**config.mk**
```make
export PLATFORM = sky130hd
export DESIGN_NAME = av2_ctx_access_arbiter
export DESIGN_NICKNAME = d
export VERILOG_FILES = /design/src/rtl/av2_ctx_pkg.sv /design/src/rtl/av2_rr_arbiter.sv /design/src/rtl/av2_ctx_access_arbiter.sv
export SDC_FILE = /design/constraint.sdc
export NUM_CORES = 1
export LEC_CHECK = 0
export ABC_AREA = 1
export BUFFER_PORTS_ARGS = -buffer_cell sky130_fd_sc_hd__clkbuf_2
export CELL_PAD_IN_SITES_DETAIL_PLACEMENT = 0
export CELL_PAD_IN_SITES_GLOBAL_PLACEMENT = 1
export CORE_ASPECT_RATIO = 0.7
export CORE_MARGIN = 5
export CORE_UTILIZATION = 29
export CTS_BUF_LIST = sky130_fd_sc_hd__clkbuf_16
export DETAILED_ROUTE_END_ITERATION = 7
export GPL_ROUTABILITY_DRIVEN = 0
export HOLD_SLACK_MARGIN = 0.15
export PLACE_DENSITY_LB_ADDON = 0.1
export SYNTH_ARGS = -nofsm -noshare
export SYNTH_HDL_FRONTEND = slang
export SYNTH_HIERARCHICAL = 1
export SYNTH_SLANG_ARGS = --single-unit
```
**constraint.sdc**
```tcl
create_clock -name clk -period 3.04 [get_ports clk]
set_clock_uncertainty 0.15 [all_clocks]
set_input_delay 0.152 -clock clk [delete_from_list [all_inputs] [get_ports clk]]
set_output_delay 0.152 -clock clk [all_outputs]
set_load 0.1 [all_outputs]
```
**src/rtl/av2_ctx_pkg.sv**
```systemverilog
// Shared types and defaults for the AV2 context-model access arbiter.
package av2_ctx_pkg;

    localparam int DEF_NUM_REQ      = 4;
    localparam int DEF_IDX_W        = 16;
    localparam int DEF_PROB_W       = 16;
    localparam int DEF_NUM_CONTEXTS = 1024;
    // Probability every context holds after a model-wide reset.
    localparam int DEF_PROB         = 128;

    typedef enum logic [1:0] {
        ST_IDLE   = 2'd0,
        ST_DRAIN  = 2'd1,
        ST_RESET  = 2'd2,
        ST_RESUME = 2'd3
    } ctx_state_e;

endpackage

```
**src/rtl/av2_rr_arbiter.sv**
```systemverilog
// Round-robin grant among N requesters. The pointer names the lane the
// next search starts at; it moves to one past the granted lane whenever a
// grant is issued (a grant is only given to a valid request, so it is an accept).
module av2_rr_arbiter #(
    parameter int N    = 4,
    parameter int ID_W = $clog2(N)
) (
    input  logic            clk,
    input  logic            rst_n,
    input  logic            en,
    input  logic [N-1:0]    req,
    output logic [N-1:0]    gnt,
    output logic [ID_W-1:0] gnt_id
);

    logic [ID_W-1:0] ptr;
    logic            found;

    function automatic int wrap_lane(input int lane);
        return (lane >= N) ? lane - N : lane;
    endfunction

    // Scan from the pointer, wrapping once, and grant the first valid lane.
    always_comb begin
        gnt    = '0;
        gnt_id = '0;
        found  = 1'b0;
        for (int i = 0; i < N; i++) begin
            if (en && !found && req[ID_W'(wrap_lane(int'(ptr) + i))]) begin
                found                                 = 1'b1;
                gnt[ID_W'(wrap_lane(int'(ptr) + i))] = 1'b1;
                gnt_id                                = ID_W'(wrap_lane(int'(ptr) + i));
            end
        end
    end

    // Advance the search start past the lane that was just accepted.
    always_ff @(posedge clk or negedge rst_n) begin
        if (!rst_n)
            ptr <= '0;
        else if (found)
            ptr <= (gnt_id == ID_W'(N - 1)) ? '0 : gnt_id + 1'b1;
    end

endmodule

```
**src/rtl/av2_ctx_access_arbiter.sv**
```systemverilog
// Shares the single context-model port between NUM_REQ entropy lanes and
// sequences the model-wide context reset (drain, pulse, resume).
module av2_ctx_access_arbiter
    import av2_ctx_pkg::*;
#(
    parameter int NUM_REQ      = DEF_NUM_REQ,
    parameter int IDX_W        = DEF_IDX_W,
    parameter int PROB_W       = DEF_PROB_W,
    parameter int NUM_CONTEXTS = DEF_NUM_CONTEXTS
) (
    input  logic                       clk,
    input  logic                       rst_n,
    input  logic [NUM_REQ-1:0]         req_valid,
    output logic [NUM_REQ-1:0]         req_ready,
    input  logic [NUM_REQ-1:0]         req_is_upd,
    input  logic [NUM_REQ*IDX_W-1:0]   req_idx,
    input  logic [NUM_REQ-1:0]         req_bit,
    output logic                       resp_valid,
    output logic [$clog2(NUM_REQ)-1:0] resp_id,
    output logic [PROB_W-1:0]          resp_prob,
    output logic                       resp_oob,
    output logic [IDX_W-1:0]           ctx_idx,
    input  logic [PROB_W-1:0]          ctx_prob,
    output logic                       upd_en,
    output logic [IDX_W-1:0]           upd_idx,
    output logic                       upd_bit,
    output logic                       ctx_reset,
    input  logic                       reset_req,
    output logic                       busy
);

    localparam int              ID_W      = $clog2(NUM_REQ);
    localparam logic [IDX_W:0]  CTX_LIMIT = (IDX_W + 1)'(NUM_CONTEXTS);

    ctx_state_e                     state, state_nxt;
    logic                           grant_en;
    logic [ID_W-1:0]                gnt_id;
    logic [NUM_REQ-1:0][IDX_W-1:0]  lane_idx;
    logic [IDX_W-1:0]               sel_idx;
    logic                           sel_upd, sel_bit, accept;
    logic                           s1_vld, s1_lookup, s1_oob;
    logic [ID_W-1:0]                s1_id;

    av2_rr_arbiter #(.N(NUM_REQ), .ID_W(ID_W)) u_rr (
        .clk    (clk),
        .rst_n  (rst_n),
        .en     (grant_en),
        .req    (req_valid),
        .gnt    (req_ready),
        .gnt_id (gnt_id)
    );

    assign lane_idx = req_idx;
    assign accept   = |req_ready;
    assign sel_idx  = lane_idx[gnt_id];
    assign sel_upd  = req_is_upd[gnt_id];
    assign sel_bit  = req_bit[gnt_id];

    // Stage 1: drive the model port from the accepted request. ctx_idx only
    // moves for lookups so an update leaves the read address untouched.
    always_ff @(posedge clk or negedge rst_n) begin
        if (!rst_n) begin
            s1_vld    <= 1'b0;
            s1_lookup <= 1'b0;
            s1_oob    <= 1'b0;
            s1_id     <= '0;
            ctx_idx   <= '0;
            upd_en    <= 1'b0;
            upd_idx   <= '0;
            upd_bit   <= 1'b0;
        end else begin
            s1_vld    <= accept;
            s1_lookup <= accept && !sel_upd;
            upd_en    <= accept && sel_upd;
            if (accept)
                s1_id <= gnt_id;
            if (accept && !sel_upd) begin
                ctx_idx <= sel_idx;
                s1_oob  <= ({1'b0, sel_idx} >= CTX_LIMIT);
            end
            if (accept && sel_upd) begin
                upd_idx <= sel_idx;
                upd_bit <= sel_bit;
            end
        end
    end

    // Stage 2: lookup response tag; the probability arrives from the model
    // register in this same cycle and is passed straight through.
    always_ff @(posedge clk or negedge rst_n) begin
        if (!rst_n) begin
            resp_valid <= 1'b0;
            resp_id    <= '0;
            resp_oob   <= 1'b0;
        end else begin
            resp_valid <= s1_lookup;
            if (s1_lookup) begin
                resp_id  <= s1_id;
                resp_oob <= s1_oob;
            end
        end
    end

    assign resp_prob = resp_valid ? ctx_prob : '0;

    // Reset sequencer state register.
    always_ff @(posedge clk or negedge rst_n) begin
        if (!rst_n)
            state <= ST_IDLE;
        else
            state <= state_nxt;
    end

    // Reset sequencer next state; grants are only allowed in IDLE with no
    // pending reset request.
    always_comb begin
        state_nxt = state;
        grant_en  = 1'b0;
        unique case (state)
            ST_IDLE: begin
                if (reset_req)
                    state_nxt = ST_DRAIN;
                else
                    grant_en = 1'b1;
            end
            ST_DRAIN: begin
                if (!s1_vld && !resp_valid)
                    state_nxt = ST_RESET;
            end
            ST_RESET:  state_nxt = ST_RESUME;
            ST_RESUME: state_nxt = ST_IDLE;
            default:   state_nxt = ST_IDLE;
        endcase
    end

    assign busy      = (state != ST_IDLE);
    assign ctx_reset = (state == ST_RESET);

endmodule

```
After elaboration in Yosys (flattened, before gate mapping)
Cells that the tools add are included.
- logic and storage cells: 117
- register bits: 47
- order comparisons: 14
- add/subtract/negate cells: 8
- eq/ne operators: 6
- muxes and demuxes: 49
- reductions and logical operators: 24
- bitwise operators: 3
- operator list (operator ; number):
    binary-select mux 16 bit (select 2 bit) ; 1
    2-to-1 mux 16 bit ; 2
    2-to-1 mux 2 bit ; 11
    2-to-1 mux 1 bit ; 20
    greater-or-equal comparator 16 x 11 -> 1 bit (second input constant) ; 1
    less-than comparator 2 x 4 -> 1 bit (second input constant) ; 4
    2-to-1 mux 4 bit ; 4
    logical AND 1 bit ; 14
    binary-select mux 1 bit (select 2 bit) ; 6
    bitwise OR 4 bit ; 3
    greater-or-equal comparator 3 bit (second input constant) ; 3
    demux 1 bit (select 2 bit) ; 4
    greater-or-equal comparator 2 x 1 -> 1 bit (second input constant) ; 4
    case mux 2 bit (4 select lines) ; 1
    subtractor 2 x 1 -> 2 bit (second input constant) ; 4
    adder 2 x 2 -> 3 bit (second input constant) ; 2
    == test 2 bit (second input constant) ; 3
    logical NOT 1 bit ; 6
    != test 2 bit (second input constant) ; 2
    OR reduction 4 bit ; 1
    adder 2 x 1 -> 3 bit (second input constant) ; 1
    greater-or-equal comparator 2 x 3 -> 1 bit (second input constant) ; 1
    less-than comparator 2 x 3 -> 1 bit (second input constant) ; 1
    adder 2 x 1 -> 2 bit (second input constant) ; 1
    4 further kinds ; 4

Longest topological paths before layout
Gate-level depths: netlist of the first run.
- depth after elaboration: 23
- depth in mapped cells: 22
- mapped depth without buffers: 20

Hierarchy
The synthesis of the first run kept the hierarchy.
- modules (own cells, without submodules) (module ; instances ; seq. area each (um^2) ; area each (um^2) ; cells each):
    av2_ctx_access_arbiter ; 1 ; 1126.1 ; 2503.7 ; 324
    av2_rr_arbiter ; 1 ; 50.0 ; 635.6 ; 108

Least setup slack after synthesis of the first run
No wires, ideal clock.
- path kind: register -> register
- start: register state[0]
- end: register upd_idx[13]
- setup time: 0.074 ns
- data arrival time: 3.847 ns
- setup slack: -1.031 ns
- buffers on the path: 1
- required time: 2.816 ns
- cell stages (with the launch flop): 17
- cells stage by stage: dfrtp_1 > inv_1 > ha_1 > inv_1 > nor2_1 > nand4_1 > clkinv_2 > nand2_1 > nand4_1 > nor2_1 > nand2_1 > inv_1 > nor2_8 > inv_4 > buf_8 > nand2_2 > o21ai_2
- elaborated cells on any way between the ends: 32
- RTL lines (element ; line ; text):
    start, declared ; av2_ctx_access_arbiter.sv:35 ; ctx_state_e state, state_nxt;
    start signal, assigned ; av2_ctx_access_arbiter.sv:111 ; state <= state_nxt;
    logical NOT 2 bit (*) ; av2_ctx_access_arbiter.sv:119 ; unique case (state)
    2-to-1 mux 1 bit (*) ; av2_ctx_access_arbiter.sv:119 ;
    named net grant_en ; av2_ctx_access_arbiter.sv:36 ; logic grant_en;
    logical AND 1 bit ; av2_rr_arbiter.sv:29 ; if (en && !found && req[ID_W'(wrap_lane(int'(ptr) + i))]) begin
    2-to-1 mux 1 bit ; av2_rr_arbiter.sv:29 ;
    logical NOT 1 bit ; av2_rr_arbiter.sv:29 ;
    logical AND 1 bit (2 in a row) ; av2_rr_arbiter.sv:29 ;
    2-to-1 mux 1 bit ; av2_rr_arbiter.sv:29 ;
    (+3 left out) ; - ;
    2-to-1 mux 1 bit ; av2_rr_arbiter.sv:29 ;
    logical NOT 1 bit ; av2_rr_arbiter.sv:29 ;
    logical AND 1 bit (2 in a row) ; av2_rr_arbiter.sv:29 ;
    2-to-1 mux 4 bit (*) ; av2_rr_arbiter.sv:29 ;
    named net req_ready[0] ; av2_ctx_access_arbiter.sv:14 ; output logic [NUM_REQ-1:0] req_ready,
    OR reduction 4 bit (*) ; av2_ctx_access_arbiter.sv:54 ; assign accept = |req_ready;
    named net accept ; av2_ctx_access_arbiter.sv:40 ; logic sel_upd, sel_bit, accept;
    logical AND 1 bit (*) ; av2_ctx_access_arbiter.sv:81 ; if (accept && sel_upd) begin
    end signal, assigned ; av2_ctx_access_arbiter.sv:82 ; upd_idx <= sel_idx;
    end, declared ; av2_ctx_access_arbiter.sv:25 ; output logic [IDX_W-1:0] upd_idx,
The timed path passes the listed nets; every way through them passes the cells marked *. The select of a mux whose other input is x is not followed.
A chain may end at the register's enable or synchronous reset.

==> impl_metrics.env, run 1 <==
export IMPL_hold_path_depth=5
export IMPL_path_cells="buf_4, buf_4, nand2_1, nand3_1, nand2_2, nand4_1, buf_4, nand2_1, nand2_1, nand2_2, clkinv_8, nand3_2, nand2_4, nor2_8, inv_8, nand2_1, o21ai_2"
export IMPL_fin_crit_ns=2.81
export IMPL_synth_edf_count=0
export IMPL_wl_per_cell_um=13.9
export IMPL_dp_hpwl_um=8060
export IMPL_crit_arrival_ns=2.83
export IMPL_first_iter_violations=205
export IMPL_synth_adder_area_share_pct=4.78
export IMPL_layout_nets=715
export IMPL_clkLatencyLatePin_ns=0.28
export IMPL_viasPerCell=4.53
export IMPL_vias=3353
export IMPL_fmax_mhz=356
export IMPL_layout_drive_gt1_share_pct=37.5
export IMPL_htreeDepth=2
export IMPL_start_kind="register"
export IMPL_synth_async_sr_flop_share_pct=100
export IMPL_worstRegToRegCells=17
export IMPL_grt_max_degree=38
export IMPL_path_depth=17
export IMPL_slew_headroom_pct=46.7
export IMPL_syn_nets=539
export IMPL_drv_slew=0
export IMPL_drc=0
export IMPL_setup_slack_ns=0.229
export IMPL_end_kind="register"
export IMPL_synth_compound_area_share_pct=11.5
export IMPL_ant_nets=0
export IMPL_io_buffers=154
export IMPL_cts_tree="yes"
export IMPL_firstDrtPassIters=4
export IMPL_design_core_area_sq_um=10500
export IMPL_pre_cts_ws_ns=-0.0897
export IMPL_cts_made_buffers=5
export IMPL_maxCapViolCount=0
export IMPL_antenna_found_initial=0
export IMPL_placedInstanceArea_sq_um=4060
export IMPL_critPathSlowestCell="dfrtp_1"
export IMPL_synthesis_instances=432
export IMPL_synth_xor_area_share_pct=0
export IMPL_setup_viol=0
export IMPL_ys_types=35
export IMPL_reg2reg_slack_ns=0.23
export IMPL_max_stage_delay_ns=0.41
export IMPL_finalHoldViolCount=0
export IMPL_synth_avg_cell_area_sq_um=7.27
export IMPL_fin_setup_tns_ns=0
export IMPL_clkSlewWorstSetupHoldPaths_ns=0.06
export IMPL_finish_instance_area_sq_um=4480
export IMPL_tightest_slew_ns=0.800
export IMPL_synthMuxAreaShare_pct=1.08
export IMPL_syn_area_sq_um=3140
export IMPL_path_max_fanout=23
export IMPL_worstPathRequired_ns=3.06
export IMPL_hold_path_class="in2reg"
export IMPL_cts_sinks=47
export IMPL_grt_pass1_vias=3381
export IMPL_synth_top_family_by_area="simple AND/OR/NAND/NOR gates"
export IMPL_status="finished clean"
export IMPL_grt_use_total_pct=15.7
export IMPL_final_core_util_pct=42.8
export IMPL_path_class="reg2reg"
export IMPL_yosys_area_share_simple_pct=35.0
export IMPL_die_h_um=97.1
export IMPL_diodes=0
export IMPL_pin_count=155
export IMPL_finalWirelength_um=10300
export IMPL_yosysWarnings=6
export IMPL_crit_end="upd_idx[10]"
export IMPL_cp_buffers_inverters=5
export IMPL_grt_pass1_wl_um=16900
export IMPL_rows=31
export IMPL_n_fill_cell=1100
export IMPL_period_share_pct=92.5
export IMPL_synth_main_ff_cell="dfrtp_1"
export IMPL_grt_overflow_total=0
export IMPL_critical_path_most_common_cell="nand2_1"
export IMPL_start_util_pct=30.0
export IMPL_seq_area_frac_synth_pct=37.5
export IMPL_dieArea_sq_um=13000
export IMPL_crit_family="simple AND/OR/NAND/NOR gates"
export IMPL_ys_ff_latch=47
export IMPL_cts_root_buf="clkbuf_16"
export IMPL_clockBufferDepth=2
export IMPL_r2r_end="upd_idx[10]"
export IMPL_area_growth_pct=42.6
export IMPL_die_x_um=134
==> through the flow <==
| step | hold WS, ns | std cells |
|---|---|---|
| after floorplan | -0.294 | 432 |
| after global placement | 0.116 | 708 |
| after detailed placement | 0.132 | 708 |
| final | 0.148 | 740 |
| after CTS | 0.152 | 736 |
| after global routing | 0.169 | 740 |
==> cells in the mapped netlist (all sizes together) (3+ instances only) <==
| cell type | instances | share of area, % |
|---|---|---|
| nand2 | 180 | 23 |
| a21oi | 4 | 0.64 |
| inv | 38 | 4.9 |
| ha | 12 | 4.8 |
| mux2 | 3 | 1.1 |
| dfrtp | 47 | 37 |
| nand4 | 6 | 1.2 |
| buf | 16 | 4.2 |
| nor2 | 32 | 4.7 |
| clkbuf | 3 | 0.36 |
| nand3 | 31 | 5.6 |
| o21ai | 41 | 7.3 |
| o22ai | 11 | 2.4 |
==> how the worst min path moves through the flow <==
stage | from | end | slack (ns)
5_1_grt | req_idx[19] | ctx_idx[3] | 0.17
3_5_place_dp | rst_n | upd_idx[9] | 0.13
4_1_cts | req_idx[59] | upd_idx[11] | 0.15
3_3_place_gp | rst_n | upd_idx[8] | 0.12
2_1_floorplan | rst_n | ctx_idx[0] | -0.29
6_report | req_idx[59] | upd_idx[11] | 0.15
==> layout make-up <==
| cell class | instances | area [sq um] | share of cell area [%] |
|---|---|---|---|
| multi-input cells | 326 | 1700 | 37.9 |
| flip-flops and latches | 47 | 1180 | 26.3 |
| repair buffers | 188 | 1120 | 24.9 |
| inverters | 40 | 191 | 4.27 |
| well taps | 132 | 165 | 3.69 |
| clock buffers | 5 | 125 | 2.79 |
| clock inverters | 2 | 8.76 | 0.196 |
==> flip-flops by register name (all words and copies together) (netlist names), named ones only <==
register,cells
u_rr/ptr,1
state,2
s1_oob,1
resp_oob,1
s1_vld,1
upd_bit,1
s1_lookup,1
ctx_idx,16
resp_id,2
s1_id,2
upd_en,1
upd_idx,16
resp_valid,1
==> timing repair <==
action | in CTS | in global routing
setup endpoints to repair | 17 | 35
setup buffers | 2 | 4
gates resized for setup | 1 | 10
hold buffers | 19 | 0
gates cloned | 0 | 0
hold endpoints to repair | 48 | 0
pin swaps | 1 | 3
==> routing by layer <==
layer	GRT usage, %	wire length [um]	share of wire (%)
met1	21.9	4970	48
met2	24.2	4420	43
met3	4.24	808	7.8
met4	4.07	109	1.1
met5	0	0	0
==> placed cells by master, fill, tap and decap left out, types with 2 or more instances in the layout <==
cell	n
a21oi_1	4
a31oi_1	2
buf_12	2
buf_4	15
buf_6	2
clkbuf_16	5
clkbuf_2	150
dfrtp_1	47
dlygate4sd3_1	19
ha_1	10
ha_4	2
inv_1	27
inv_2	5
inv_4	3
inv_6	2
mux2_2	3
nand2_1	161
nand2_2	16
nand2_4	2
nand3_1	27
nand3_2	4
nand4_1	6
nor2_1	28
nor2_4	2
o21ai_0	22
o21ai_1	13
o21ai_2	6
o22ai_1	10
==> tightest hold or removal path: stages <==
cell	delay (ns)
clkbuf_2	0.08
nand2_1	0.05
nand3_1	0.07
nand2_1	0.12
o21ai_2	0.07
==> kinds of logic (layout without fill, tap and decap cells) <==
logic type / after synthesis / after routing
AOI/OAI and AO/OA: 60 / 60
adders and majority gates: 12 / 12
buffers and inverters: 59 / 235
DFF: 47 / 47
muxes: 3 / 3
and+or+nand+nor: 251 / 251
Power of run 1 is left out: the tool's default activity adds up to more than one toggle a clock period on the data nets, which glitch-free logic cannot reach.
==> run 2, diff against run 1 <==
--- a/config.mk
+++ b/config.mk
@@ -11,7 +11,7 @@
 export CELL_PAD_IN_SITES_GLOBAL_PLACEMENT = 1
 export CORE_ASPECT_RATIO = 0.7
 export CORE_MARGIN = 5
-export CORE_UTILIZATION = 29
+export CORE_UTILIZATION = 32
 export CTS_BUF_LIST = sky130_fd_sc_hd__clkbuf_16
 export DETAILED_ROUTE_END_ITERATION = 7
 export GPL_ROUTABILITY_DRIVEN = 0
@@ -19,5 +19,4 @@
 export PLACE_DENSITY_LB_ADDON = 0.1
 export SYNTH_ARGS = -nofsm -noshare
 export SYNTH_HDL_FRONTEND = slang
-export SYNTH_HIERARCHICAL = 1
 export SYNTH_SLANG_ARGS = --single-unit
==> constraint.sdc (replaced) <==
create_clock -name clk -period 2.8 [get_ports clk]
set_clock_uncertainty 0.15 [all_clocks]
set_input_delay 0.14 -clock clk [delete_from_list [all_inputs] [get_ports clk]]
set_output_delay 0.14 -clock clk [all_outputs]
set_load 0.1 [all_outputs]
==> run 2 against run 1 <==
Final area grew 7.3%. Register-to-register slack lost 0.05 ns. Count of clock-buffer cells in the layout is the same. Sequential cell count is the same. Largest cell class unchanged. Critical path depth grew 1. Maximum frequency grew 7.2%. Routed wire length grew 1.6%. First-iteration DRC count shrank 27%. Global-route usage shrank 0.31 points. Cell count grew 2.8%. Utilization grew 6.3 points.
==> impl_metrics.env, run 2 <==
export IMPL_start_kind="register"
export IMPL_dp_hpwl_um=8110
export IMPL_hold_path_class="in2reg"
export IMPL_hp_start="req_idx[50]"
export IMPL_synth_avg_cell_area_sq_um=7.18
export IMPL_layout_nets=739
export IMPL_finalWirelength_um=10500
export IMPL_synth_xor_area_share_pct=0
export IMPL_critical_path_most_common_cell="nand2_1"
export IMPL_ys_ff_latch=47
export IMPL_grt_pass1_vias=3117
export IMPL_timing_hold_ws_ns=0.156
export IMPL_slew_headroom_pct=48.3
export IMPL_synth_most_common_cell="nand2_1"
export IMPL_worstPathRequired_ns=2.86
export IMPL_cts_made_buffers=5
export IMPL_r2r_end="upd_idx[7]"
export IMPL_clkLatencyLatePin_ns=0.29
export IMPL_vias=3382
export IMPL_top_regs="ctx_idx x16, upd_idx x16"
export IMPL_fin_crit_ns=2.62
export IMPL_cts_tree="yes"
export IMPL_ys_types=29
export IMPL_drv_slew=0
export IMPL_synthMuxAreaShare_pct=1.04
export IMPL_layout_commonest_cell="clkbuf_2"
export IMPL_synthesis_instances=453
export IMPL_first_iter_violations=150
export IMPL_clkSlewWorstSetupHoldPaths_ns=0.07
export IMPL_die_x_um=130
export IMPL_setup_viol=0
export IMPL_io_buffers=154
export IMPL_dieArea_sq_um=12300
export IMPL_grt_overflow_total=0
export IMPL_worstRegToRegCells=18
export IMPL_grt_max_degree=34
export IMPL_synth_top_family_by_area="simple AND/OR/NAND/NOR gates"
export IMPL_wl_per_cell_um=13.8
export IMPL_synth_compound_area_share_pct=12.5
export IMPL_diodes=0
export IMPL_cts_root_buf="clkbuf_16"
export IMPL_path_cells="inv_2, ha_4, inv_2, nand2_1, nand2_1, nand3_4, buf_4, nand2_1, nand2_1, nand3_1, nand2_4, buf_4, clkbuf_16, nor2_1, o21ai_0, nand2_1, inv_1, o21ai_1"
export IMPL_end_kind="register"
export IMPL_area_growth_pct=47.8
export IMPL_seq_area_frac_synth_pct=36.2
export IMPL_firstDrtPassIters=4
export IMPL_critPathSlowestCell="dfrtp_1"
export IMPL_pin_count=155
export IMPL_cts_sinks=47
export IMPL_layout_drive_gt1_share_pct=40.0
export IMPL_ant_nets=0
export IMPL_reg2reg_slack_ns=0.18
export IMPL_finalHoldViolCount=0
export IMPL_syn_area_sq_um=3250
export IMPL_clockBufferDepth=2
export IMPL_hold_path_depth=5
export IMPL_ys_top_cells_by_count="nand2_1, inv_1, dfrtp_1"
export IMPL_fmax_mhz=381
export IMPL_ff_latch_area_sq_um=1180
export IMPL_synth_top_cell_area_share_pct=36.2
export IMPL_design_core_area_sq_um=9800
export IMPL_period_share_pct=93.7
export IMPL_yosysWarnings=0
export IMPL_grt_pass1_wl_um=15300
export IMPL_syn_nets=560
export IMPL_viasPerCell=4.44
export IMPL_synth_top_cell_by_area="dfrtp_1"
export IMPL_max_stage_delay_ns=0.39
export IMPL_rows=30
export IMPL_status="finished clean"
export IMPL_synth_adder_area_share_pct=4.62
export IMPL_die_h_um=94.3
export IMPL_r2r_start="u_rr.ptr[0]"
export IMPL_yosys_top_cells_area="dfrtp_1, nand2_1, inv_1"
export IMPL_start_util_pct=33.2
export IMPL_maxCapViolCount=0
export IMPL_path_class="reg2reg"
export IMPL_crit_arrival_ns=2.69
export IMPL_tightest_slew_ns=0.776
export IMPL_yosys_area_share_simple_pct=34.0
export IMPL_grt_use_total_pct=15.4
export IMPL_drc=0
export IMPL_multi_input_area_sq_um=1820
export IMPL_n_fill_cell=1002
export IMPL_htreeDepth=2
export IMPL_synth_async_sr_flop_share_pct=100
export IMPL_synth_edf_count=0
export IMPL_antenna_found_initial=0
export IMPL_hold_end="upd_idx[2]"
export IMPL_final_cell_mix="clkbuf_2, nand2_1, inv_1"
export IMPL_path_max_fanout=14
export IMPL_synth_main_ff_cell="dfrtp_1"
## run 2: cell types whose count changed in the layout (fill, tap and decap cells not counted), moves of 5 or more
cell / before / now
nand2_1: 161 / 131
o22ai_1: 10 / 1
nand2_4: 2 / 9
or2_1: 0 / 6
nand2_2: 16 / 8
o21ai_1: 13 / 22
nand3_1: 27 / 32
dlygate4sd3_1: 19 / 6
o211ai_1: 1 / 9
buf_4: 15 / 22
o21ai_0: 22 / 17
buf_12: 2 / 9
inv_1: 27 / 54
## run 2: layout make-up
class	instances	area share, %
Multi-Input combinational cell	323	37.9
Timing Repair Buffer	191	25.7
Sequential cell	47	24.5
Inverter	64	5.08
Tap cell	128	3.33
Clock buffer	5	2.60
Clock inverter	3	0.964
## run 2: how the worst max path moves through the flow
stage / endpoint / startpoint / slack (ns)
floorplan: upd_idx[12] / state[0] / -0.42
global placement: ctx_idx[0] / u_rr.ptr[0] / -0.06
detailed placement: ctx_idx[0] / u_rr.ptr[0] / -0.05
CTS: ctx_idx[0] / u_rr.ptr[0] / 0.006
global route: s1_oob / state[1] / -0.05
finish: upd_idx[7] / u_rr.ptr[0] / 0.18
## run 2: worst max-delay path, delay by kind of cell (launching register included)
kind | cells | cell delay [ns]
flops | 1 | 0.39
fa+ha+maj | 1 | 0.22
compound gates | 2 | 0.21
buf+inv | 6 | 0.74
simple gates | 9 | 0.84
## run 2: routing by layer
metal | up-vias | wire length, um | GRT usage, %
li1 | 1786 | - | -
met4 | 0 | 120 | 2.91
met2 | 124 | 4070 | 20.8
met3 | 10 | 950 | 3.69
met1 | 1462 | 5330 | 24.6
met5 | - | 0 | 0
## run 2: through the flow
stage / util (%) / instance area [sq um] / TNS (ns) / setup slack (ns) / std cells
final: 49.0 / 4800 / 0 / 0.177 / 761
after global routing: 49.0 / 4800 / -0.143 / -0.0468 / 761
after CTS: 46.5 / 4550 / 0 / 0.00550 / 745
after detailed placement: 44.1 / 4320 / -0.0933 / -0.0498 / 731
after global placement: 44.1 / 4320 / -0.154 / -0.0645 / 731
after floorplan: - / 3300 / -14.51 / -0.419 / 453
## run 2: cells by family (layout without fill, tap and decap cells)
family	after synthesis	after routing
compound gates	68	68
fa+ha+maj	12	12
buf+inv	83	263
flops	47	47
mux	3	3
simple gates	240	240
## run 2: timing repair
item | CTS | global route
gates resized for setup | 1 | 21
cloned | 0 | 3
hold buffers | 6 | 0
buffers inserted | 0 | 13
endpoints found under the setup margin | 4 | 34
pin swaps | 0 | 5
endpoints found under the hold margin | 33 | 0
Power of run 2 is left out for the same reason.
==> run 3, diff against run 2 <==
--- a/config.mk
+++ b/config.mk
@@ -11,7 +11,7 @@
 export CELL_PAD_IN_SITES_GLOBAL_PLACEMENT = 1
 export CORE_ASPECT_RATIO = 0.7
 export CORE_MARGIN = 5
-export CORE_UTILIZATION = 32
+export CORE_UTILIZATION = 30
 export CTS_BUF_LIST = sky130_fd_sc_hd__clkbuf_16
 export DETAILED_ROUTE_END_ITERATION = 7
 export GPL_ROUTABILITY_DRIVEN = 0
==> constraint.sdc (replaced) <==
create_clock -name clk -period 3.2 [get_ports clk]
set_clock_uncertainty 0.15 [all_clocks]
set_input_delay 0.16 -clock clk [delete_from_list [all_inputs] [get_ports clk]]
set_output_delay 0.16 -clock clk [all_outputs]
set_load 0.1 [all_outputs]
==> run 3 against run 2 <==
Global-route usage increased by 0.32 points. Routed wire length decreased by 0.70%. Hold slack worse by 0.012 ns. Utilization fell by 7.2 points. First-iteration DRC count rose by 35%. Highest routed layer unchanged. Critical path depth is 2 lower. Non-clock buffer count is 22 lower. Count of clock-buffer cells in the layout stayed put. Worst setup slack improved by 0.068 ns. Critical path type unchanged.
==> impl_metrics.env, run 3 (synthesis gave the netlist of run 2 again) <==
export IMPL_hold_path_depth=5
export IMPL_rows=31
export IMPL_hold_end="upd_idx[1]"
export IMPL_hold_path_class="in2reg"
export IMPL_clockBufferDepth=2
export IMPL_htreeDepth=2
export IMPL_design_core_area_sq_um=10500
export IMPL_dieArea_sq_um=13100
export IMPL_path_max_fanout=29
export IMPL_final_core_util_pct=41.8
export IMPL_fin_crit_ns=2.96
export IMPL_reg2reg_slack_ns=0.24
export IMPL_viasPerCell=4.51
export IMPL_instances_no_fill=743
export IMPL_end_kind="register"
export IMPL_wl_per_cell_um=14.0
export IMPL_maxCapViolCount=0
export IMPL_r2r_start="u_rr.ptr[0]"
export IMPL_die_x_um=134
export IMPL_r2r_end="ctx_idx[0]"
export IMPL_cts_tree="yes"
export IMPL_path_class="reg2reg"
export IMPL_grt_pass1_vias=3244
export IMPL_n_fill_cell=1118
export IMPL_start_kind="register"
export IMPL_drv_slew=0
export IMPL_layout_commonest_cell="clkbuf_2"
export IMPL_fmax_mhz=338
export IMPL_clkLatencyLatePin_ns=0.28
export IMPL_antenna_found_initial=0
export IMPL_start_util_pct=31.0
export IMPL_finalWirelength_um=10400
export IMPL_grt_max_degree=35
export IMPL_grt_overflow_total=0
export IMPL_clkSlewWorstSetupHoldPaths_ns=0.07
export IMPL_ant_nets=0
export IMPL_grt_use_total_pct=15.7
export IMPL_hp_start="req_idx[33]"
export IMPL_cts_sinks=47
export IMPL_period_share_pct=92.4
export IMPL_layout_drive_gt1_share_pct=36.8
export IMPL_rsz0062_at_grt="yes"
export IMPL_cts_root_buf="clkbuf_16"
export IMPL_diodes=0
export IMPL_worstPathRequired_ns=3.21
export IMPL_grt_pass1_wl_um=16800
export IMPL_post_place_cells=733
export IMPL_dp_hpwl_um=8510
export IMPL_setup_viol=0
export IMPL_drc=0
export IMPL_crit_start="u_rr.ptr[0]"
export IMPL_finalHoldViolCount=0
export IMPL_crit_arrival_ns=2.97
export IMPL_top_regs="ctx_idx x16, upd_idx x16"
export IMPL_pin_count=155
export IMPL_vias=3350
export IMPL_slew_headroom_pct=49.4
export IMPL_firstDrtPassIters=4
export IMPL_final_cell_mix="clkbuf_2, nand2_1, inv_1"
export IMPL_area_growth_pct=34.7
export IMPL_tightest_slew_ns=0.760
export IMPL_post_cts_buffers=0
export IMPL_die_h_um=97.1
export IMPL_layout_nets=717
export IMPL_first_iter_violations=203
export IMPL_status="finished clean"
export IMPL_worstRegToRegCells=16
export IMPL_io_buffers=154
export IMPL_cts_made_buffers=5
==> run 3: worst max-delay path by stage <==
stage                        endpoint  depth (start not counted)
after detailed placement   upd_idx[1]                         18
after CTS                  upd_idx[1]                         18
after floorplan           upd_idx[12]                         14
after global placement     ctx_idx[0]                         16
final                      ctx_idx[0]                         16
after global routing           s1_oob                         16
==> run 3: final cells by class <==
class	instances	area, sq um	area share [%]
multi-input cells	323	1740	39.8
flip-flops and latches	47	1180	26.9
repair buffers	169	906	20.7
inverters	64	244	5.57
well taps	132	165	3.77
clock buffers	5	125	2.86
clock inverters	3	20.0	0.457
==> run 3: worst max-delay path, cell delays in order (launching register included) <==
cell	delay [ns]
dfrtp_1	0.36
inv_2	0.04
ha_1	0.35
inv_1	0.20
nand2_1	0.08
nand2_1	0.12
nand3_4	0.17
nand2_2	0.11
nand2_2	0.09
nand2_1	0.11
nand2_2	0.10
buf_4	0.23
or2_2	0.29
o211ai_1	0.08
nand2_1	0.08
inv_1	0.15
o21ai_1	0.09
==> run 3: timing repair <==
| item | 4_1_cts | 5_1_grt |
|---|---|---|
| setup endpoints to repair | 0 | 18 |
| resized for setup | 0 | 2 |
| hold endpoints to repair | 31 | 0 |
| hold buffers | 2 | 0 |
==> run 3: metal layers <==
layer	wire [um]	global-route usage, %	vias up
met5	0	0	-
li1	-	-	1742
met4	68	2.74	0
met2	4030	21.3	122
met1	5430	24.8	1482
met3	869	4.35	4
==> run 3: through the flow <==
stage | instance area (sq um) | setup TNS (ns) | hold slack (ns) | setup slack [ns]
final | 4380 | 0 | 0.144 | 0.244
after global routing | 4380 | -0.0225 | 0.162 | -0.0173
after CTS | 4370 | 0 | 0.151 | 0.184
after detailed placement | 4210 | 0 | 0.115 | 0.215
after global placement | 4210 | 0 | 0.122 | 0.329
after floorplan | 3300 | -0.174 | -0.286 | -0.0193
Power of run 3 is left out for the same reason.
